<file path="src/rtl/scc_pkg.sv">
// Shared widths, NOP encoding and FSM state encoding for the IF/ID buffer.
package scc_pkg;

  localparam int INSTR_W = 32;
  localparam int PC_W    = 32;
  localparam int ENTRY_W = INSTR_W + PC_W;

  localparam logic [INSTR_W-1:0] NOP_INSTR = 32'h0000_0000;

  typedef enum logic {
    ST_RUN    = 1'b0,
    ST_SHADOW = 1'b1
  } state_t;

  typedef struct packed {
    logic [PC_W-1:0]    pc;
    logic [INSTR_W-1:0] instr;
  } fetch_word_t;

  // Counter add that sticks at all-ones instead of wrapping.
  function automatic logic [31:0] sat_add(input logic [31:0] a, input logic [31:0] b);
    logic [32:0] sum;
    sum = {1'b0, a} + {1'b0, b};
    return sum[32] ? 32'hFFFF_FFFF : sum[31:0];
  endfunction

endpackage

</file>
<file path="src/rtl/if_id_fifo_mem.sv">
// DEPTH-entry register FIFO holding {pc, instr}; reset is asynchronous active-low.
module if_id_fifo_mem
  import scc_pkg::*;
#(
  parameter int DEPTH = 2
) (
  input  logic                           clk,
  input  logic                           reset,
  input  logic                           clear,
  input  logic                           wr_en,
  input  logic                           rd_en,
  input  logic [ENTRY_W-1:0]             wr_data,
  output logic [ENTRY_W-1:0]             rd_data,
  output logic [$clog2(DEPTH+1)-1:0]     count
);

  localparam int PW = $clog2(DEPTH);
  localparam int CW = $clog2(DEPTH+1);
  localparam logic [CW-1:0] FULL = CW'(DEPTH);

  logic [ENTRY_W-1:0] mem [DEPTH];
  logic [PW-1:0]      wr_ptr;
  logic [PW-1:0]      rd_ptr;
  logic               do_wr;
  logic               do_rd;

  // A write into a full FIFO or a read from an empty one is silently dropped.
  assign do_wr = wr_en & (count != FULL);
  assign do_rd = rd_en & (count != '0);

  always_ff @(posedge clk or negedge reset) begin
    if (!reset) begin
      wr_ptr <= '0;
      rd_ptr <= '0;
      count  <= '0;
    end else if (clear) begin
      wr_ptr <= '0;
      rd_ptr <= '0;
      count  <= '0;
    end else begin
      if (do_wr) wr_ptr <= wr_ptr + 1'b1;
      if (do_rd) rd_ptr <= rd_ptr + 1'b1;
      case ({do_wr, do_rd})
        2'b10:   count <= count + CW'(1);
        2'b01:   count <= count - CW'(1);
        default: count <= count;
      endcase
    end
  end

  always_ff @(posedge clk) begin
    if (do_wr && !clear) mem[wr_ptr] <= wr_data;
  end

  assign rd_data = mem[rd_ptr];

endmodule

</file>
<file path="src/rtl/if_id_buffer.sv">
// IF->ID skid FIFO with flush and prefetch-shadow drop; reset is asynchronous active-low.
// Define IF_ID_PERF_EN to add saturating stall_cycles / flushed_words counters.
module if_id_buffer
  import scc_pkg::*;
#(
  parameter int                 DEPTH    = 2,
  parameter int                 SHADOW   = 1,
  parameter logic [INSTR_W-1:0] NOP_WORD = NOP_INSTR
) (
  input  logic                       clk,
  input  logic                       reset,
  input  logic                       in_valid,
  input  logic [INSTR_W-1:0]         in_instr,
  input  logic [PC_W-1:0]            in_pc,
  output logic                       in_ready,
  output logic                       out_valid,
  output logic [INSTR_W-1:0]         out_instr,
  output logic [PC_W-1:0]            out_pc,
  input  logic                       out_ready,
  input  logic                       flush,
  output logic [$clog2(DEPTH+1)-1:0] count
`ifdef IF_ID_PERF_EN
  ,
  output logic [31:0]                stall_cycles,
  output logic [31:0]                flushed_words
`endif
);

  localparam int CW = $clog2(DEPTH+1);
  localparam logic [CW-1:0] FULL        = CW'(DEPTH);
  localparam logic [1:0]    SHADOW_LOAD = 2'(SHADOW);

  state_t      state, state_next;
  logic [1:0]  shadow_cnt, shadow_next;
  logic        push, pop;
  logic        store, take;
  fetch_word_t wr_word, head;

  // Ready only looks at registered state, so there is no out_ready->in_ready path.
  assign in_ready  = (count != FULL) | (state == ST_SHADOW);
  assign out_valid = (count != '0);
  assign push      = in_valid & in_ready;
  assign pop       = out_valid & out_ready;
  assign store     = push & (state == ST_RUN) & ~flush;
  assign take      = pop & ~flush;

  assign wr_word.pc    = in_pc;
  assign wr_word.instr = in_instr;

  if_id_fifo_mem #(
    .DEPTH(DEPTH)
  ) u_fifo (
    .clk     (clk),
    .reset   (reset),
    .clear   (flush),
    .wr_en   (store),
    .rd_en   (take),
    .wr_data (wr_word),
    .rd_data (head),
    .count   (count)
  );

  assign out_instr = out_valid ? head.instr : NOP_WORD;
  assign out_pc    = out_valid ? head.pc    : '0;

  always_ff @(posedge clk or negedge reset) begin
    if (!reset) begin
      state      <= ST_RUN;
      shadow_cnt <= '0;
    end else begin
      state      <= state_next;
      shadow_cnt <= shadow_next;
    end
  end

  // Flush (re)arms the shadow; each accepted word in the shadow burns one slot.
  always_comb begin
    state_next  = state;
    shadow_next = shadow_cnt;
    if (flush) begin
      if (SHADOW > 0) begin
        state_next  = ST_SHADOW;
        shadow_next = SHADOW_LOAD;
      end else begin
        state_next  = ST_RUN;
        shadow_next = '0;
      end
    end else if (state == ST_SHADOW && push) begin
      shadow_next = shadow_cnt - 2'd1;
      if (shadow_cnt == 2'd1) state_next = ST_RUN;
    end
  end

`ifdef IF_ID_PERF_EN
  logic [31:0] drop_add;

  always_comb begin
    drop_add = 32'd0;
    if (flush)                            drop_add = 32'(count);
    else if (state == ST_SHADOW && push)  drop_add = 32'd1;
  end

  always_ff @(posedge clk or negedge reset) begin
    if (!reset) begin
      stall_cycles  <= '0;
      flushed_words <= '0;
    end else begin
      stall_cycles  <= sat_add(stall_cycles, {31'b0, in_valid & ~in_ready});
      flushed_words <= sat_add(flushed_words, drop_add);
    end
  end
`else
  // Perf counters compiled out: no extra ports or state.
`endif

endmodule

</file>
<file path="config.mk">
export PLATFORM = sky130hd
export DESIGN_NAME = if_id_buffer
export DESIGN_NICKNAME = d
export VERILOG_FILES = /design/src/rtl/scc_pkg.sv /design/src/rtl/if_id_fifo_mem.sv /design/src/rtl/if_id_buffer.sv
export SDC_FILE = /design/constraint.sdc
export NUM_CORES = 1
export LEC_CHECK = 0
export CAP_MARGIN = 20
export CORE_ASPECT_RATIO = 2
export CORE_MARGIN = 5
export CORE_UTILIZATION = 38
export DETAILED_ROUTE_END_ITERATION = 12
export GPL_TIMING_DRIVEN = 1
export PLACE_DENSITY = 0.78
export SETUP_SLACK_MARGIN = 0.1
export SYNTH_ARGS = -nofsm -noshare
export SYNTH_HDL_FRONTEND = slang
export SYNTH_SLANG_ARGS = --single-unit
</file>
<file path="constraint.sdc">
create_clock -name clk -period 8.4 [get_ports clk]
set_input_delay 1.68 -clock clk [delete_from_list [all_inputs] [get_ports clk]]
set_output_delay 1.68 -clock clk [all_outputs]
set_load 0.005 [all_outputs]
</file>
==> impl_metrics.py <==
metrics = {
    "clocking": {
        "clk_pin_slew_worst_paths_ns": 0.06,
        "cts_tree": "done",
        "numClockSinks": 135,
        "hold_buffers": 0,
        "cts_made_buffers": 17,
        "postCtsResizedCells": 0,
        "clk_latency_ns": 0.40,
        "cts_max_path_buffers": 2,
        "post_cts_buffers": 0,
        "cts_root_buf": "clkbuf_16",
        "htree_levels": 4,
    },
    "final_layout": {
        "drive_gt1_share_pct": 8.78,
        "final_cells": 622,
        "num-fill-cells": 1048,
        "num_antenna_cells": 0,
        "finalNetCount": 524,
        "syn_to_final_growth_pct": 42.2,
    },
    "setup_path": {
        "cp.required_ns": 6.72,
        "critPathMaxStageDelay_ns": 0.71,
        "end_kind": "output pin",
        "path_buf_inv": 2,
        "path_max_fanout": 41,
        "cp-start-kind": "flop",
        "cp.arrival_ns": 2.30,
        "path_cells": "buf_16 > mux2i_1 > nor2_1 > clkdlybuf4s50_1",
        "critPathKind": "flop to output pin",
        "crit_family": "buffers and inverters",
        "slowest_stage": "dfrtp_4",
        "rr_worst_depth": 3,
        "cp.depth": 4,
    },
    "floorplan": {
        "rows": 60,
        "num_io_pins": 137,
        "die_y_um": 175,
        "die_area_um2": 16200,
        "start_util_pct": 38.6,
        "die_width_um": 92.6,
        "core_area_um2": 13400,
    },
    "route": {
        "met1_length_mm": 3.60,
        "vias": 3040,
        "highest_layer": "met5",
        "dr_wl_met2_mm": 6.26,
        "drt_iter0_markers": 105,
        "route.met3.wl_um": 637,
        "wire_per_inst_um": 17.5,
        "viasPerCell": 4.89,
        "drtPass1Iterations": 4,
        "drc": 0,
        "wirelength_mm": 10.9,
        "ant_nets": 0,
    },
    "hold_path": {
        "min_path_cells": 2,
        "min-delay-path-class": "flop to flop",
    },
    "sta": {
        "clock_skew_ns": 0.00411,
        "fin_ws_ns": 4.42,
        "finalHoldViolCount": 0,
        "min_period_ns": 3.98,
        "fmax_mhz": 251,
        "rsz0062_at_grt": "no",
        "tightest_slew_ns": 0.858,
        "setup-violations-final": 0,
        "drv_slew": 0,
        "worst_hold_slack_ns": 0.541,
        "relSlewSlack_pct": 42.8,
        "tns_ns": 0,
        "post-route-period-util_pct": 47.4,
    },
    "synthesis": {
        "syn_area_um2": 5180,
        "synth_top_area_share_pct": 74.1,
        "synth_edf_count": 128,
        "synth_area_leader_cell": "edfxtp_1",
        "ys_seq_elements": 135,
        "synth-async-reset-ratio_pct": 5.19,
        "avgSynthCellArea_um2": 16.7,
        "synth_ff_type": "edfxtp_1",
        "synth_area_leaders": "edfxtp_1 74%, mux2i_1 12%, nor2_1 4.8%",
        "synthCells": 310,
        "syn_nets": 380,
        "ys_warn_count": 0,
        "ys_seq_area_share_pct": 77.5,
        "synth_cell_types": 27,
    },
    "global_routing": {
        "grt_first_pass_wirelength_mm": 16.5,
        "antenna_found_initial": 1,
        "grt_max_degree": 67,
        "grt.total_usage_pct": 13.6,
        "first_global_vias": 3277,
        "gr-total-overflow": 0,
    },
    "power_and_ir_drop": {
        "p_per_area_nw_per_um2": 225,
        "intPower_mw": 1.33,
        "switching_power_uw": 335,
        "peakVddDrop_v": 0.000192,
        "clock_power_share_pct": 46.3,
        "p_leak_nw": 2.39,
        "p_sw_share_pct": 20.1,
        "seq_power_share_pct": 45.8,
        "power_frac_comb_pct": 7.8,
    },
    "place": {
        "post-place-cells": 589,
        "place_ws_ns": 4.53,
        "dp_hpwl_mm": 7.26,
        "globalplace.congestion": 0.738,
        "portBuffers": 136,
    },
    "job": {
        "maxCapViolations": 0,
    },
    "outcome": {
        "status": "finished, final reports clean",
    },
}
-- per-layer routing --
layer | up-vias | track usage (%)
met4 | 2 | 7.82
li1 | 1442 | -
met2 | 92 | 25.9
met1 | 1474 | 12.0
met3 | 30 | 4.27
met5 | - | 0
-- cells in the mapped netlist (all sizes together), types with 3 or more instances --
library cell,n
edfxtp,128
a21oi,3
buf,12
nor2,66
nand2,4
dfrtp,7
mux2i,64
clkbuf,3
nand2b,3
-- power groups by stage --
stage                     Clock (mW)  Combinational, mW  Sequential [mW]
after floorplan                    0             0.0531            0.771
after global routing           0.820              0.141            0.762
after global placement             0              0.123            0.780
after detailed placement           0              0.126            0.781
final                          0.769              0.130            0.761
after CTS                      0.784              0.127            0.767
-- worst min-delay path, delay by kind of cell (launching register included) --
kind / cells / cell delay, ns
DFF: 1 / 0.36
and+or+nand+nor: 1 / 0.06
xor gates and xnor gates: 1 / 0.08
-- kinds of logic after synthesis --
logic type               synth area share [%]
XOR/XNOR                                0.338
flip-flops                               77.5
buffers and inverters                    1.81
AND/OR/NAND/NOR                          6.56
multiplexers                             12.4
adder cells (fa/ha/maj)                 0.241
AO/OA/AOI/OAI                            1.18
-- final cells by class --
type                    instances  area (um2)  area share, %
multi-input cells             158        1110           15.1
inverters                       2        7.51          0.102
repair buffers                140        1410           19.1
well taps                     155         194           2.63
clock buffers                  17         425           5.77
flip-flops and latches        135        4020           54.6
clock inverters                15         200           2.72
-- per-stage QoR --
step                utilization [%]  power [mW]  cell area [um2]
floorplan                         -       0.824             5200
global placement               50.0       0.903             6720
detailed placement             50.0       0.907             6720
CTS                            54.6        1.68             7340
global route                   54.9        1.72             7370
finish                         54.9        1.66             7370
-- path summary, 6_finish.rpt --
path / end / slack [ns] / start
min reg2reg: shadow_cnt[0] / 0.54 / shadow_cnt[0]
max reg2reg: u_fifo.mem[1][39] / 6.27 / state
min: shadow_cnt[0] / 0.54 / shadow_cnt[0]
max: out_instr[18] / 4.42 / u_fifo.rd_ptr
min in group asynchronous: u_fifo.rd_ptr / 1.55 / reset
max in group asynchronous: u_fifo.rd_ptr / 6.57 / reset
-- flip-flops by register name (all words and copies together) (netlist names) --
signal / cells
u_fifo.count: 2
shadow_cnt: 2
state: 1
u_fifo.rd_ptr: 1
u_fifo.wr_ptr: 1
u_fifo.mem: 128
-- cell usage in the layout (no fill, tap or decap) --
cell type,n
nand3_1,1
o21ai_0,2
nand2_1,4
clkinvlp_4,1
buf_4,3
a21oi_1,3
nand3b_1,1
nor4bb_1,1
clkbuf_16,17
inv_6,2
nand2b_1,3
mux2i_1,64
nor2_1,65
or3_1,1
o211ai_1,1
ha_1,1
nor2_4,1
clkdlybuf4s50_1,136
dfrtp_1,6
bufinv_16,4
clkinv_4,4
clkinv_2,4
dfrtp_4,1
inv_1,2
nor2b_1,1
o21bai_1,1
buf_16,1
xor2_1,2
nor2b_2,1
edfxtp_1,128
a22oi_1,1
a21o_1,1
a31oi_1,1
nor4_4,1
nor4b_4,1
No activity file was read; power rests on OpenSTA's default activity.
==> patch (config.mk and constraints unchanged) <==
Add a define of `IF_ID_PERF_EN`.
--- a/src/rtl/if_id_buffer.sv
+++ b/src/rtl/if_id_buffer.sv
@@ -1,5 +1,7 @@
 // IF->ID skid FIFO with flush and prefetch-shadow drop; reset is asynchronous active-low.
 // Define IF_ID_PERF_EN to add saturating stall_cycles / flushed_words counters.
+`define IF_ID_PERF_EN
+
 module if_id_buffer
   import scc_pkg::*;
 #(
Formal check against the unedited RTL (old outputs only; new: flushed_words and stall_cycles): equivalent (Yosys induction, for registers that start in step).
==> patch against the unedited design <==
  * Sequential share of layout area fell by 5.1 points
  * Worst setup slack got worse by 0.53 ns
  * Sequential cell count rose by 64
  * Final area rose by 54%
  * Area after synthesis rose by 65%
  * Power rose by 22%
  * Worst hold slack got worse by 0.015 ns
  * Routed wire length rose by 91%
  * Critical path type is now input port to register
  * Largest cell class unchanged
==> patch: results (changes against the unedited design) <==
Power
  • P_comb: 180 uW (+38%)
  • Cell-internal power: 1.57 mW (+19%)
  • Sw Pwr: 445 uW (+33%)
  • Clock share of power: 36.2% (-10 points)
  • Worst ir drop on vdd: 0.112 mV (-42%)

Finish
  • Sequential share of cell area: 49.5% (-5.1 points)
  • Share of cells above drive strength 1: 5.94% (-2.8 points)
  • Non-clk bufs: 206 (+47%)
  • Clock-cell share: 4.62% (-3.9 points)
  • Number of multi-input logic gates: 429 (+170%)
  • Biggest regs: u_fifo.mem x128, flushed_words x32, stall_cycles x32
  • FILL cells: 1980 (+89%)
  • Non-clock inverters: 9 (+7)

Route
  • Top Layer Used: met4
  • First DRT Iteration DRCs: 194 (+85%)
  • Vias per inst: 5.30 (+8.5%)
  • Via count: 6104 (+100%)
  • Met2 wire length: 11.6 mm (+85%)

Synthesis
  • Register area share after synthesis: 65.7% (-12 points)
  • Synth Area in Compound Gates: 5.28% (+4.1 points)
  • Synth Instances: 669 (+120%)
  • Post-Synth XOR/XNOR Area: 1.95% (+1.6 points)
  • Multiplexer area fraction after synthesis: 8.94% (-3.4 points)
  • Adder-cell area share of the yosys netlist: 0.966% (+0.72 points)
  • Syn nets: 744 (+96%)

Outcome
  • Status: complete, no violations

GRT
  • Met3 Usage GRT: 4.12% (-0.14 points)
  • Grt met1 use: 17.2% (+5.2 points)
  • Initial antenna violation count: 0 (-1)
  • Largest net degree at the start of global routing: 72 (+7.5%)
  • Global-route wire length before repair: 33.2 mm (+100%)

Setup path
  • Worst r2r dst: flushed_words[20]
  • Slowest stage delay, CP: 0.78 ns (+0.07 ns)
  • Worst Path Arrival: 4.83 ns (+2.53 ns)
  • Worst reg-to-reg path cell count: 9 (+6)
  • Reg2reg setup slack: 5.33 ns (-0.94 ns)
  • Slowest cell on crit path: nor4_2
  • CP top delay family: simple AND/OR/NAND/NOR gates
  • Critical Path Fanout Max: 12 (-71%)

STA
  • Max-slew headroom: 35.1% (-7.7 points)
  • Worst Skew: 0.0108 ns (+0.00671 ns)

Clock tree
  • CTS Sinks: 199 (+47%)
  • Clk Latency, worst-skew pair: 0.43 ns (+0.03 ns)

Place
  • Port Buffers: 200 (+47%)
  • GP Congestion: 0.877 (+19%)
  • Detailed placer's ending HPWL: 14.8 mm (+100%)
  • Dpl cell area: 0.0108 mm2 (+61%)

Die
  • Die X: 116 um (+25%)

Min path
  • Worst Hold End: shadow_cnt[1]
patch: stage by stage:
step / worst slack, ns / utilization [%] / hold WS, ns
detailed placement: 3.46 / 48.9 / 0.503
finish: 3.89 / 51.3 / 0.526
floorplan: 1.15 / - / 0.487
global route: 3.68 / 51.3 / 0.568
global placement: 3.49 / 48.9 / 0.495
CTS: 3.92 / 51.3 / 0.516
patch: how the worst max path moves through the flow:
| stage | slack [ns] | start | cells after the start | end |
|---|---|---|---|---|
| after global routing | 3.68 | flush | 10 | flushed_words[20] |
| after detailed placement | 3.46 | flush | 10 | flushed_words[20] |
| after floorplan | 1.15 | in_valid | 3 | u_fifo.mem[1][0] |
| final | 3.89 | flush | 10 | flushed_words[20] |
| after global placement | 3.49 | flush | 10 | flushed_words[28] |
| after CTS | 3.92 | flush | 10 | flushed_words[20] |
